## src/rtl/cache_victim_ctrl.sv

```systemverilog
// cache_victim_ctrl
//   Miss-handling controller for one set-associative cache. On an accepted
//   miss it snapshots the addressed set's valid/dirty bits and picks a victim:
//   the lowest-index invalid way, or a way chosen by an internal LFSR when
//   every way is valid. A dirty valid victim is written back first, then the
//   line is filled, then Done pulses for one cycle.
//
//   Optional build macro: CACHE_WAY_LOCK_EN adds a LockWay input. Locked ways
//   are never chosen. With every way locked, the miss completes without any
//   bus request and VictimWay is 0.
//
// Ports
//   clk, reset    clock, synchronous active-high reset
//   FlushStage    pipeline flush (honoured in IDLE and SELECT only)
//   MissReq       miss request, sampled in IDLE
//   MissSet       set index of the miss
//   ValidWay      valid bits of the addressed set
//   DirtyWay      dirty bits of the addressed set
//   LockWay       lock bits of the addressed set (CACHE_WAY_LOCK_EN only)
//   WBAck         writeback complete
//   FillAck       fill complete
//   WBReq         writeback request, held until WBAck
//   FillReq       fill request, held until FillAck
//   VictimWay     one-hot victim, registered when SELECT is left
//   VictimSet     captured set index
//   Busy          high in every state except IDLE
//   Done          one-cycle completion pulse
module cache_victim_ctrl #(
  parameter int NUMWAYS  = 4,
  parameter int NUMLINES = 128,
  localparam int SETLEN  = $clog2(NUMLINES)
) (
  input  logic              clk,
  input  logic              reset,
  input  logic              FlushStage,
  input  logic              MissReq,
  input  logic [SETLEN-1:0] MissSet,
  input  logic [NUMWAYS-1:0] ValidWay,
  input  logic [NUMWAYS-1:0] DirtyWay,
`ifdef CACHE_WAY_LOCK_EN
  input  logic [NUMWAYS-1:0] LockWay,
`endif
  input  logic              WBAck,
  input  logic              FillAck,
  output logic              WBReq,
  output logic              FillReq,
  output logic [NUMWAYS-1:0] VictimWay,
  output logic [SETLEN-1:0] VictimSet,
  output logic              Busy,
  output logic              Done
);

  localparam int WAYIDX  = $clog2(NUMWAYS);
  localparam int LFSRLEN = WAYIDX + 2;
  // Feedback tap paired with bit 0; gives a maximal-length sequence per width.
  localparam int TAPK    = (LFSRLEN == 5) ? 2 : 1;

  typedef enum logic [2:0] {
    S_IDLE, S_SELECT, S_WRITEBACK, S_FILL, S_DONE
  } state_t;

  state_t               state_q, state_d;
  logic [SETLEN-1:0]    set_q, set_d;
  logic [NUMWAYS-1:0]   valid_q, valid_d;
  logic [NUMWAYS-1:0]   dirty_q, dirty_d;
  logic [NUMWAYS-1:0]   lock_q, lock_d;
  logic [NUMWAYS-1:0]   vict_q, vict_d;
  logic [LFSRLEN-1:0]   lfsr_q, lfsr_d;

  logic                 inv_found;
  logic [WAYIDX-1:0]    inv_idx;
  logic [WAYIDX-1:0]    rand_idx;
  logic [WAYIDX-1:0]    pick_idx;
  logic [WAYIDX-1:0]    victim_idx;
  logic                 all_locked;
  logic                 need_wb;
  logic [LFSRLEN-1:0]   lfsr_next;

  assign lfsr_next = {lfsr_q[0] ^ lfsr_q[TAPK], lfsr_q[LFSRLEN-1:1]};
  assign rand_idx  = lfsr_q[WAYIDX-1:0];

  // Victim selection over the captured snapshot.
  always_comb begin
    inv_found = 1'b0;
    inv_idx   = '0;
    // Descending scan so the lowest eligible invalid index wins.
    for (int i = NUMWAYS - 1; i >= 0; i--) begin
      if (!valid_q[i] && !lock_q[i]) begin
        inv_found = 1'b1;
        inv_idx   = WAYIDX'(i);
      end
    end
    // Random pick steps upward (wrapping) from the LFSR index past locked ways.
    pick_idx = rand_idx;
    for (int j = NUMWAYS - 1; j >= 0; j--) begin
      if (!lock_q[rand_idx + WAYIDX'(j)]) begin
        pick_idx = rand_idx + WAYIDX'(j);
      end
    end
    all_locked = &lock_q;
    victim_idx = inv_found ? inv_idx : pick_idx;
    need_wb    = valid_q[victim_idx] & dirty_q[victim_idx];
  end

  always_comb begin
    state_d = state_q;
    set_d   = set_q;
    valid_d = valid_q;
    dirty_d = dirty_q;
    lock_d  = lock_q;
    vict_d  = vict_q;
    lfsr_d  = lfsr_q;
    case (state_q)
      S_IDLE: begin
        if (MissReq && !FlushStage) begin
          state_d = S_SELECT;
          set_d   = MissSet;
          valid_d = ValidWay;
          dirty_d = DirtyWay;
`ifdef CACHE_WAY_LOCK_EN
          lock_d  = LockWay;
`else
          lock_d  = '0;
`endif
        end
      end
      S_SELECT: begin
        if (FlushStage) begin
          state_d = S_IDLE;
        end else if (all_locked) begin
          state_d = S_DONE;
          vict_d  = '0;
        end else begin
          vict_d  = NUMWAYS'(1) << victim_idx;
          // LFSR only steps when it actually supplied the victim.
          if (!inv_found) begin
            lfsr_d = lfsr_next;
          end
          state_d = need_wb ? S_WRITEBACK : S_FILL;
        end
      end
      S_WRITEBACK: begin
        if (WBAck) begin
          state_d = S_FILL;
        end
      end
      S_FILL: begin
        if (FillAck) begin
          state_d = S_DONE;
        end
      end
      S_DONE: begin
        state_d = S_IDLE;
      end
      default: begin
        state_d = S_IDLE;
      end
    endcase
  end

  always_ff @(posedge clk) begin
    if (reset) begin
      state_q <= S_IDLE;
      set_q   <= '0;
      valid_q <= '0;
      dirty_q <= '0;
      lock_q  <= '0;
      vict_q  <= '0;
      lfsr_q  <= LFSRLEN'(1);
    end else begin
      state_q <= state_d;
      set_q   <= set_d;
      valid_q <= valid_d;
      dirty_q <= dirty_d;
      lock_q  <= lock_d;
      vict_q  <= vict_d;
      lfsr_q  <= lfsr_d;
    end
  end

  assign WBReq     = (state_q == S_WRITEBACK);
  assign FillReq   = (state_q == S_FILL);
  assign Done      = (state_q == S_DONE);
  assign Busy      = (state_q != S_IDLE);
  assign VictimWay = vict_q;
  assign VictimSet = set_q;

endmodule

```

## config.mk

```make
export PLATFORM = sky130hd
export DESIGN_NAME = cache_victim_ctrl
export DESIGN_NICKNAME = d
export VERILOG_FILES = /design/src/rtl/cache_victim_ctrl.sv
export SDC_FILE = /design/constraint.sdc
export NUM_CORES = 1
export LEC_CHECK = 0
export BUFFER_PORTS_ARGS = -buffer_cell sky130_fd_sc_hd__buf_2
export CAP_MARGIN = 20
export CELL_PAD_IN_SITES_DETAIL_PLACEMENT = 1
export CELL_PAD_IN_SITES_GLOBAL_PLACEMENT = 1
export CORE_MARGIN = 2
export CORE_UTILIZATION = 25
export CTS_CLUSTER_SIZE = 40
export DETAILED_ROUTE_END_ITERATION = 10
export GPL_TIMING_DRIVEN = 1
export PLACE_DENSITY = 0.66
export SLEW_MARGIN = 10
export SYNTH_ARGS = -nofsm -noshare
export SYNTH_HDL_FRONTEND = slang
export SYNTH_SLANG_ARGS = --single-unit
```

## constraint.sdc

```tcl
create_clock -name clk -period 2.3 [get_ports clk]
set_input_delay 0.23 -clock clk [delete_from_list [all_inputs] [get_ports clk]]
set_output_delay 0.23 -clock clk [all_outputs]
set_load 0.01 [all_outputs]
```

---- Word-level counts from Yosys, hierarchy flattened ----
Index checks and enable logic that the tools add are counted.
storage, ports and cells
  register bits ........................... 26
  bits of input ports ..................... 21
  logic and storage cells ................. 65
operators by class
  add/sub/neg operators ................... 3
  magnitude comparators ................... 5
  equal/unequal tests ..................... 7
  shift-type cells ........................ 1
  multiplexer cells ....................... 31
  bitwise logic cells ..................... 4
  reductions and logical operators ........ 8
operators by type and width
  cell                                                                  count
  2-bit 2-to-1 mux                                                      10
  2-bit by 3-bit < comparator with 1-bit output, second input constant  5
  1-bit binary-select mux with 2-bit select                             6
  3-bit one-hot mux with 4 select lines                                 1
  1-bit 2-to-1 mux                                                      11
  3-bit 2-to-1 mux                                                      3
  3-bit by 2-bit == test with 1-bit output, second input constant       2
  2-bit != test, second input constant                                  3
  3-bit AND reduction                                                   2
  2-bit adder, second input constant                                    2
  2-bit AND reduction                                                   2
  1-bit by 2-bit << shifter with 4-bit output, first input constant     1
  3-bit by 1-bit == test with 1-bit output, second input constant       1
  3-bit == test, second input constant                                  1
  3-bit logical NOT                                                     1
  3-bit nonzero test                                                    1
  2-bit by 1-bit adder with 2-bit output, second input constant         1
  1-bit NOT                                                             2
  1-bit bitwise AND                                                     1
  1-bit logical AND                                                     1
  1-bit logical NOT                                                     1
  1-bit XOR                                                             1

---- Depth between registers and ports, before layout ----
Gate-level depths: netlist of run 1.
  depth in word-level cells ............... 14
  depth in mapped cells ................... 7
  depth with buffers taken out ............ 4

---- Worst setup path after synthesis of run 1 ----
OpenSTA, ideal clock, no wires.
  kind .................................... reg-to-reg
  start point ............................. register state_q[0]
  end point ............................... register valid_q[0]
  arrival ................................. 1.443 ns
  required time ........................... 2.168 ns
  path slack .............................. 0.725 ns
  cell stages (with the launch flop) ...... 8
  path buffers ............................ 3
  cell sequence ........................... dfxtp_1 -> buf_4 -> or3_4 -> or2_2 -> buf_2 -> buf_6 -> nand2_1 -> a21oi_1
on the way
  word-level cells in the longest chain between the ends .. 2
RTL lines
  element                        RTL line  source
  start, declared                62        state_t state_q, state_d;
  start signal, assigned         171       state_q <= state_d;
  3-bit logical NOT              113       case (state_q)
  2-bit AND reduction (no line)  -
  end signal, assigned           173       valid_q <= valid_d;
  end, declared                  64        logic [NUMWAYS-1:0] valid_q, valid_d;
No other way between the ends.
A chain may end at the register's enable or synchronous reset.

---- Final worst setup path of run 1 ----
  start point ............................. register state_q[0]
  end point ............................... register lfsr_q[0]
on the way
  word-level cells in the longest chain between the ends .. 2
RTL lines
  element                                   RTL line  source
  3-bit by 1-bit == test with 1-bit output  113
  3-bit AND reduction (no line)             -
  end signal, assigned                      177       lfsr_q <= lfsr_d;
  end, declared                             68        logic [LFSRLEN-1:0] lfsr_q, lfsr_d;
No other way between the ends.

==> flow_metrics.env, run 1 <==
export IMPL_status="completed"
export IMPL_syn_area_per_cell_sq_um=8.66
export IMPL_grt_first_pass_wirelength_mm=4.66
export IMPL_worstPathArrival_ns=2.03
export IMPL_clock_sinks=26
export IMPL_synth_seq_cells=26
export IMPL_cp_max_fo=10
export IMPL_required_ns=2.46
export IMPL_hold_class="primary input to register"
export IMPL_synth_nets=152
export IMPL_ys_async_sr_fraction_pct=0
export IMPL_synth_area_leader_cell="dfxtp_1"
export IMPL_ctsResizeCount=0
export IMPL_chipWidth_um=71.4
export IMPL_drc=0
export IMPL_ir_drop_uv=235
export IMPL_grt_pass1_vias=1063
export IMPL_num_fill_cells=529
export IMPL_drive_gt1_share_pct=30.1
export IMPL_gp_congestion=0.827
export IMPL_p_leak_nw=0.569
export IMPL_yosysMostFrequentCell="nand2_1"
export IMPL_cts_buffer_depth=2
export IMPL_final_min_clock_period_ns=1.87
export IMPL_diodes=0
export IMPL_synth_compound_area_share_pct=16.9
export IMPL_wl_per_cell_um=12.6
export IMPL_synthMuxAreaShare_pct=2.87
export IMPL_crit_type="register to register"
export IMPL_p_total_w=0.000873
export IMPL_drt_iter0_drc=19
export IMPL_antenna_found_initial=0
export IMPL_hold_violations=0
export IMPL_synth_edf_count=0
export IMPL_ys_types=38
export IMPL_num_nets_final=185
export IMPL_area_delta_synth_final_pct=21.3
export IMPL_synthTopCellsByCount="33 x nand2_1, 26 x dfxtp_1, 18 x a21oi_1"
export IMPL_seq_area_sq_um=520
export IMPL_clock_skew_ns=0.00426
export IMPL_die_area_sq_um=5090
export IMPL_ys_flop_type="dfxtp_1"
export IMPL_design_area_sq_um=1380
export IMPL_ff2ff_setup_slack_ns=0.43
export IMPL_initial_core_util_pct=26.1
export IMPL_post_cts_buffers=0
export IMPL_cts_inserted_buffers=3
export IMPL_vias_per_cell=4.77
export IMPL_synth_top_family_by_area="simple AND/OR/NAND/NOR gates"
export IMPL_maxSlewHeadroom_pct=67.7
export IMPL_grt_setup_unrepaired="false"
export IMPL_totalNegativeSetupSlack_ns=0
export IMPL_cts_root_buffer="clkbuf_8"
export IMPL_num_rows=24
export IMPL_power_density_nw_per_um2=634
export IMPL_dpl_cell_area_sq_um=1320
export IMPL_yosys_area_share_adder_pct=0
export IMPL_synth_top_cell_area_share_pct=45.9
export IMPL_synthSimpleGateAreaFrac_pct=27.6
export IMPL_vias=1025
export IMPL_finalCritPeriodShare_pct=81.2
export IMPL_htree_levels=1
export IMPL_synth_area_top_cells="dfxtp_1 46%, nand2_1 11%, a21oi_1 7.9%"
export IMPL_ant_nets=0
export IMPL_hpwl_mm=2.06
export IMPL_synth_warnings=0
export IMPL_drt_pass1_iter_count=4
export IMPL_cts_hold_fix_buffers=0
export IMPL_critPathCaptureType="register"
export IMPL_post_place_ws_ns=0.454
export IMPL_coreArea_sq_um=4350
export IMPL_synth_xor_area_share_pct=0.772
export IMPL_worstMarginPinSlew_ns=0.484
export IMPL_clk_pin_slew_ns=0.09
export IMPL_routed_wl_mm=2.71
export IMPL_die_h_um=71.4
export IMPL_critical_path_startpoint_type="register"
export IMPL_grt_start_max_net_pins=28
export IMPL_hold_ws_ns=0.190
export IMPL_cap_violations=0
export IMPL_syn_area_sq_um=1130
export IMPL_fmax_mhz=535
export IMPL_multi_input_area_sq_um=546
export IMPL_track_usage_pct=11.2
export IMPL_num_io_pins=36
export IMPL_grt_ovfl_total=0
export IMPL_cts_tree="yes"
export IMPL_syn_instance_count=131
export IMPL_clk_latency_ns=0.27
export IMPL_io_buffers=35
export IMPL_worst_slack_ns=0.432
export IMPL_seq_area_frac_synth_pct=45.9
export IMPL_slew_violations=0
export IMPL_setup_viol=0
## where the power goes
group           total, W  leakage, nW  switching (W)  internal, W
Combinational  0.0000971        0.329      0.0000531    0.0000440
Clock           0.000293       0.0288       0.000140     0.000153
Sequential      0.000483        0.211      0.0000156     0.000467
## layout by cell type (no fill, tap or decap), types with 2 or more instances in the layout
cell / count
buf_2: 35
nand2_1: 33
dfxtp_1: 26
a21oi_1: 18
nor2b_1: 6
o21ai_0: 5
nor2_1: 4
clkbuf_8: 4
nor3b_1: 2
inv_1: 2
nand3_1: 2
## area by class of cell
class	count	area share (%)
Multi-Input combinational cell	95	39.6
Sequential cell	26	37.8
Timing Repair Buffer	36	13.3
Tap cell	52	4.73
Clock buffer	4	4.00
Inverter	2	0.545
## flip-flops by register name, indices dropped and copies added (netlist names)
signal / flops
dirty_q: 4
VictimSet: 7
valid_q: 4
VictimWay: 4
lfsr_q: 4
state_q: 3
## metrics by stage
stage | std cells | util [%]
2_1_floorplan | 131 | -
3_3_place_gp | 211 | 30.3
3_5_place_dp | 211 | 30.3
4_1_cts | 215 | 31.6
5_1_grt | 215 | 31.6
6_report | 215 | 31.6
## critical path: stages, from the launching register on
cell and delay, ns:
dfxtp_1 0.50, or4b_1 0.70, nor2_8 0.22, nor2b_1 0.06, a211o_1 0.27
## layer usage
metal | track usage, % | wire length, um | vias to the layer above
li1 | - | - | 507
met1 | 13.3 | 1220 | 491
met2 | 20.3 | 1350 | 23
met3 | 1.83 | 110 | 4
met4 | 3.98 | 32 | 0
met5 | 0 | 0 | -
## cells by family (layout without fill, tap and decap cells)
| group | count (synthesis) | after routing |
|---|---|---|
| xor+xnor | 1 | 1 |
| flops | 26 | 26 |
| simple gates | 60 | 60 |
| mux | 2 | 2 |
| buf+inv | 10 | 42 |
| compound gates | 32 | 32 |
## path summary, 6_finish.rpt
check | to | from | cells after the start
max | lfsr_q[0] | state_q[0] | 4
min | VictimSet[1] | MissSet[1] | 3
max reg2reg | lfsr_q[0] | state_q[0] | 4
min reg2reg | dirty_q[2] | dirty_q[2] | 2
(Power assumes the default switching activity.)
==> run 2, diff against run 1 <==
==> constraint.sdc (replaced) <==
create_clock -name clk -period 1.85 [get_ports clk]
set_input_delay 0.185 -clock clk [delete_from_list [all_inputs] [get_ports clk]]
set_output_delay 0.185 -clock clk [all_outputs]
set_load 0.01 [all_outputs]
==> run 2 against run 1 <==
Against the previous run: largest cell class unchanged; setup slack got worse by 0.17 ns; fmax increased by 18%; global-route usage increased by 0.62 points; critical endpoint is now valid_q[0]; clock power increased by 25%; combinational power increased by 35%; die area unchanged; clock skew increased by 0.0031 ns; worst hold slack got worse by 0.049 ns; register-to-register slack got worse by 0.17 ns; critical path depth increased by 1; non-clock buffer count increased by 3.
==> flow_metrics.env, run 2 (same netlist as run 1, synthesis figures left out) <==
export IMPL_cts_hold_fix_buffers=0
export IMPL_mostFrequentLayoutCell="buf_2"
export IMPL_cts_tree="yes"
export IMPL_clk_pin_slew_ns=0.09
export IMPL_wl_per_cell_um=12.2
export IMPL_maxSlewHeadroom_pct=68.7
export IMPL_mostFrequentLayoutCells="35 x buf_2, 33 x nand2_1, 26 x dfxtp_1"
export IMPL_reg2reg_depth=5
export IMPL_required_ns=1.99
export IMPL_coreArea_sq_um=4350
export IMPL_crit_type="register to register"
export IMPL_vias=1027
export IMPL_grt_first_pass_wirelength_mm=4.89
export IMPL_slew_violations=0
export IMPL_fmax_mhz=630
export IMPL_drive_gt1_share_pct=31.9
export IMPL_grt_setup_unrepaired="false"
export IMPL_io_buffers=35
export IMPL_finalCritPeriodShare_pct=85.9
export IMPL_ff2ff_setup_slack_ns=0.26
export IMPL_instances_no_fill=218
export IMPL_chipWidth_um=71.4
export IMPL_post_place_ws_ns=0.104
export IMPL_post_cts_buffers=0
export IMPL_drt_iter0_drc=30
export IMPL_dp_cells=214
export IMPL_track_usage_pct=11.8
export IMPL_grt_start_max_net_pins=28
export IMPL_routed_wl_mm=2.66
export IMPL_totalNegativeSetupSlack_ns=0
export IMPL_grt_pass1_vias=1120
export IMPL_p_leak_nw=0.587
export IMPL_clock_sinks=26
export IMPL_status="completed"
export IMPL_dpl_cell_area_sq_um=1340
export IMPL_hpwl_mm=2.02
export IMPL_endpoint="valid_q[0]"
export IMPL_hold_violations=0
export IMPL_startpoint="state_q[2]"
export IMPL_critPathCaptureType="register"
export IMPL_num_io_pins=36
export IMPL_power_density_nw_per_um2=779
export IMPL_htree_levels=1
export IMPL_clock_skew_ns=0.00735
export IMPL_critical_path_startpoint_type="register"
export IMPL_largest_reg_flops=7
export IMPL_num_nets_final=188
export IMPL_die_area_sq_um=5090
export IMPL_die_h_um=71.4
export IMPL_worst_slack_ns=0.262
export IMPL_cts_buffer_depth=2
export IMPL_vias_per_cell=4.71
export IMPL_design_area_sq_um=1400
export IMPL_hold_class="primary input to register"
export IMPL_diodes=0
export IMPL_num_rows=24
export IMPL_worstPathArrival_ns=1.73
export IMPL_p_total_w=0.00109
export IMPL_ir_drop_uv=285
export IMPL_hp_start="ValidWay[1]"
export IMPL_antenna_found_initial=0
export IMPL_drt_pass1_iter_count=4
export IMPL_clk_latency_ns=0.27
export IMPL_cts_root_buffer="clkbuf_8"
export IMPL_cp_max_fo=15
export IMPL_drc=0
export IMPL_r2r_start="state_q[2]"
export IMPL_grt_ovfl_total=0
export IMPL_r2r_end="valid_q[0]"
export IMPL_final_min_clock_period_ns=1.59
export IMPL_cap_violations=0
export IMPL_setup_viol=0
export IMPL_cts_inserted_buffers=3
export IMPL_area_delta_synth_final_pct=23.6
export IMPL_initial_core_util_pct=26.1
export IMPL_ant_nets=0
export IMPL_hold_depth=3
export IMPL_ctsResizeCount=0
export IMPL_gp_congestion=0.708
export IMPL_worstMarginPinSlew_ns=0.470
==> run 2: layer usage <==
| layer | track usage [%] | up-vias | wire, um |
|---|---|---|---|
| met4 | 3.35 | 0 | 30 |
| met3 | 3.52 | 4 | 140 |
| met5 | 0 | - | 0 |
| met2 | 21.5 | 24 | 1390 |
| met1 | 13.3 | 484 | 1100 |
| li1 | - | 515 | - |
==> run 2: worst min path at each step <==
stage / endpoint / slack [ns]
after floorplan: dirty_q[0] / 0.32
after global placement: VictimSet[5] / 0.43
after detailed placement: valid_q[1] / 0.43
after CTS: valid_q[1] / 0.14
after global routing: valid_q[1] / 0.14
final: valid_q[1] / 0.14
==> run 2: area by class of cell <==
cell class | instances | area [sq um]
tap | 52 | 65.1
inverter | 2 | 7.51
sequential | 26 | 520
multi-input combinational | 95 | 549
clock buffer | 4 | 55.1
fill | 521 | 2950
timing repair buffer | 39 | 205
==> run 2: critical path: stages, from the launching register on <==
cell and delay, ns:
dfxtp_1 0.32, buf_4 0.15, or3_4 0.39, or2_2 0.43, nand2_1 0.11, a21oi_1 0.07
==> run 2: through the flow <==
stage	hold WS [ns]	utilization, %
finish	0.141	32.2
global route	0.143	32.2
CTS	0.142	32.1
detailed placement	0.433	30.9
global placement	0.426	30.9
floorplan	0.321	-
==> run 2: report_power, final <==
part | total, W | switching [W] | leakage [nW] | internal, W
clock network | 0.000367 | 0.000177 | 0.0288 | 0.000190
logic | 0.000131 | 0.0000711 | 0.347 | 0.0000597
registers | 0.000594 | 0.0000136 | 0.211 | 0.000581
total | 0.00109 | 0.000261 | 0.587 | 0.000831
==> run 3, diff against run 2 <==
==> constraint.sdc (replaced) <==
create_clock -name clk -period 1.85 [get_ports clk]
set_input_delay 0.4625 -clock clk [delete_from_list [all_inputs] [get_ports clk]]
set_output_delay 0.4625 -clock clk [all_outputs]
set_load 0.01 [all_outputs]
==> run 3 against run 2 <==
Against the previous run: sequential power barely moved; first-iteration DRC count fell by 60%; non-clock buffer count did not move; combinational power barely moved; sequential share of layout area rose by 0.47 points; critical path depth fell by 2; global-route usage fell by 0.84 points; worst hold slack improved by 0.28 ns; clock power fell by 15%; critical endpoint is now Busy; largest power group unchanged.
==> flow_metrics.env, run 3 (same netlist as run 1, synthesis figures left out) <==
export IMPL_clk_pin_slew_ns=0.09
export IMPL_grt_pass1_vias=1028
export IMPL_clock_skew_ns=0.00773
export IMPL_die_area_sq_um=5090
export IMPL_critical_path_startpoint_type="register"
export IMPL_path_cells="buf_4, or3_4, buf_2"
export IMPL_initial_core_util_pct=26.1
export IMPL_clock_sinks=26
export IMPL_grt_ovfl_total=0
export IMPL_p_total_w=0.00104
export IMPL_required_ns=1.39
export IMPL_grt_setup_unrepaired="false"
export IMPL_drt_pass1_iter_count=3
export IMPL_cts_root_buffer="clkbuf_8"
export IMPL_gp_congestion=0.730
export IMPL_crit_type="register to output port"
export IMPL_vias_per_cell=4.77
export IMPL_status="completed"
export IMPL_cap_violations=0
export IMPL_diodes=0
export IMPL_final_min_clock_period_ns=1.74
export IMPL_area_delta_synth_final_pct=22.1
export IMPL_largest_reg_flops=7
export IMPL_chipWidth_um=71.4
export IMPL_mostFrequentLayoutCells="35 x buf_2, 33 x nand2_1, 26 x dfxtp_1"
export IMPL_ctsResizeCount=0
export IMPL_cp_max_fo=6
export IMPL_num_io_pins=36
export IMPL_wl_per_cell_um=12.0
export IMPL_cts_inserted_buffers=3
export IMPL_routed_wl_mm=2.60
export IMPL_fmax_mhz=575
export IMPL_dp_cells=214
export IMPL_worstPathArrival_ns=1.28
export IMPL_ant_nets=0
export IMPL_mostFrequentLayoutCell="buf_2"
export IMPL_critPathSlowestCell="dfxtp_1"
export IMPL_p_sw_w=0.000253
export IMPL_grt_first_pass_wirelength_mm=4.52
export IMPL_clk_latency_ns=0.27
export IMPL_instances_no_fill=217
export IMPL_drt_iter0_drc=12
export IMPL_setup_viol=0
export IMPL_path_buf_inv=2
export IMPL_finalCritPeriodShare_pct=94.0
export IMPL_cts_tree="yes"
export IMPL_hold_violations=0
export IMPL_critPathTopFamily="flip-flops"
export IMPL_ir_drop_uv=251
export IMPL_coreArea_sq_um=4350
export IMPL_hold_class="primary input to register"
export IMPL_critPathCaptureType="output port"
export IMPL_cts_buffer_depth=2
export IMPL_cts_hold_fix_buffers=0
export IMPL_antenna_found_initial=0
export IMPL_vias=1035
export IMPL_comb_power_share_pct=12.4
export IMPL_drive_gt1_share_pct=30.9
export IMPL_cpPeakStageDelay_ns=0.37
export IMPL_num_rows=24
export IMPL_slew_violations=0
export IMPL_totalNegativeSetupSlack_ns=0
export IMPL_pwr_share_clk_pct=30.2
export IMPL_htree_levels=1
export IMPL_seqPwrFrac_pct=57.4
export IMPL_power_density_nw_per_um2=751
export IMPL_maxSlewHeadroom_pct=67.7
export IMPL_hpwl_mm=1.99
export IMPL_drc=0
export IMPL_swShare_pct=24.4
export IMPL_post_cts_buffers=0
export IMPL_num_nets_final=188
export IMPL_worstMarginPinSlew_ns=0.485
export IMPL_io_buffers=35
export IMPL_die_h_um=71.4
export IMPL_p_leak_nw=0.577
export IMPL_track_usage_pct=11.0
export IMPL_grt_start_max_net_pins=28
export IMPL_p_int_w=0.000786
[run 3: power groups by stage]
stage | combinational [W] | sequential (W) | clock, W
6_report | 0.000129 | 0.000597 | 0.000313
5_1_grt | 0.000148 | 0.000600 | 0.000352
4_1_cts | 0.000133 | 0.000597 | 0.000333
3_5_place_dp | 0.000132 | 0.000610 | 0
3_3_place_gp | 0.000127 | 0.000608 | 0
2_1_floorplan | 0.0000825 | 0.000610 | 0
[run 3: final cells by class]
type	instances	area, sq um
Fill cell	523	2970
Tap cell	52	65.1
Clock buffer	3	41.3
Sequential cell	26	520
Multi-Input combinational cell	95	546
Inverter	2	7.51
Timing Repair Buffer	39	205
[run 3: through the flow]
step / utilization, % / setup WS (ns) / hold slack, ns / area [sq um]
global route: 31.8 / 0.0624 / 0.424 / 1390
floorplan: - / 0.204 / 0.431 / 1130
detailed placement: 30.9 / 0.0239 / 0.449 / 1340
CTS: 31.8 / 0.105 / 0.414 / 1390
global placement: 30.9 / 0.0587 / 0.441 / 1340
finish: 31.8 / 0.112 / 0.424 / 1390
[run 3: layer usage]
layer / vias up / track usage [%] / share of wire (%)
li1: 515 / - / -
met5: - / 0 / 0
met2: 24 / 19.3 / 49
met3: 5 / 2.39 / 5.4
met1: 491 / 12.7 / 44
met4: 0 / 5.03 / 2.1
[run 3: tightest hold or removal path, cell delays in order]
cell	delay [ns]
buf_2	0.09
nand2_1	0.05
a21oi_1	0.05
[run 3: path summary, 6_finish.rpt]
kind / from / to / slack, ns / depth (start not counted)
worst max-delay path: state_q[0] / Busy / 0.11 / 3
worst min-delay path: MissSet[5] / VictimSet[5] / 0.42 / 3
worst max register to register: state_q[2] / lfsr_q[0] / 0.17 / 5
worst min register to register: VictimWay[2] / VictimWay[2] / 0.46 / 2
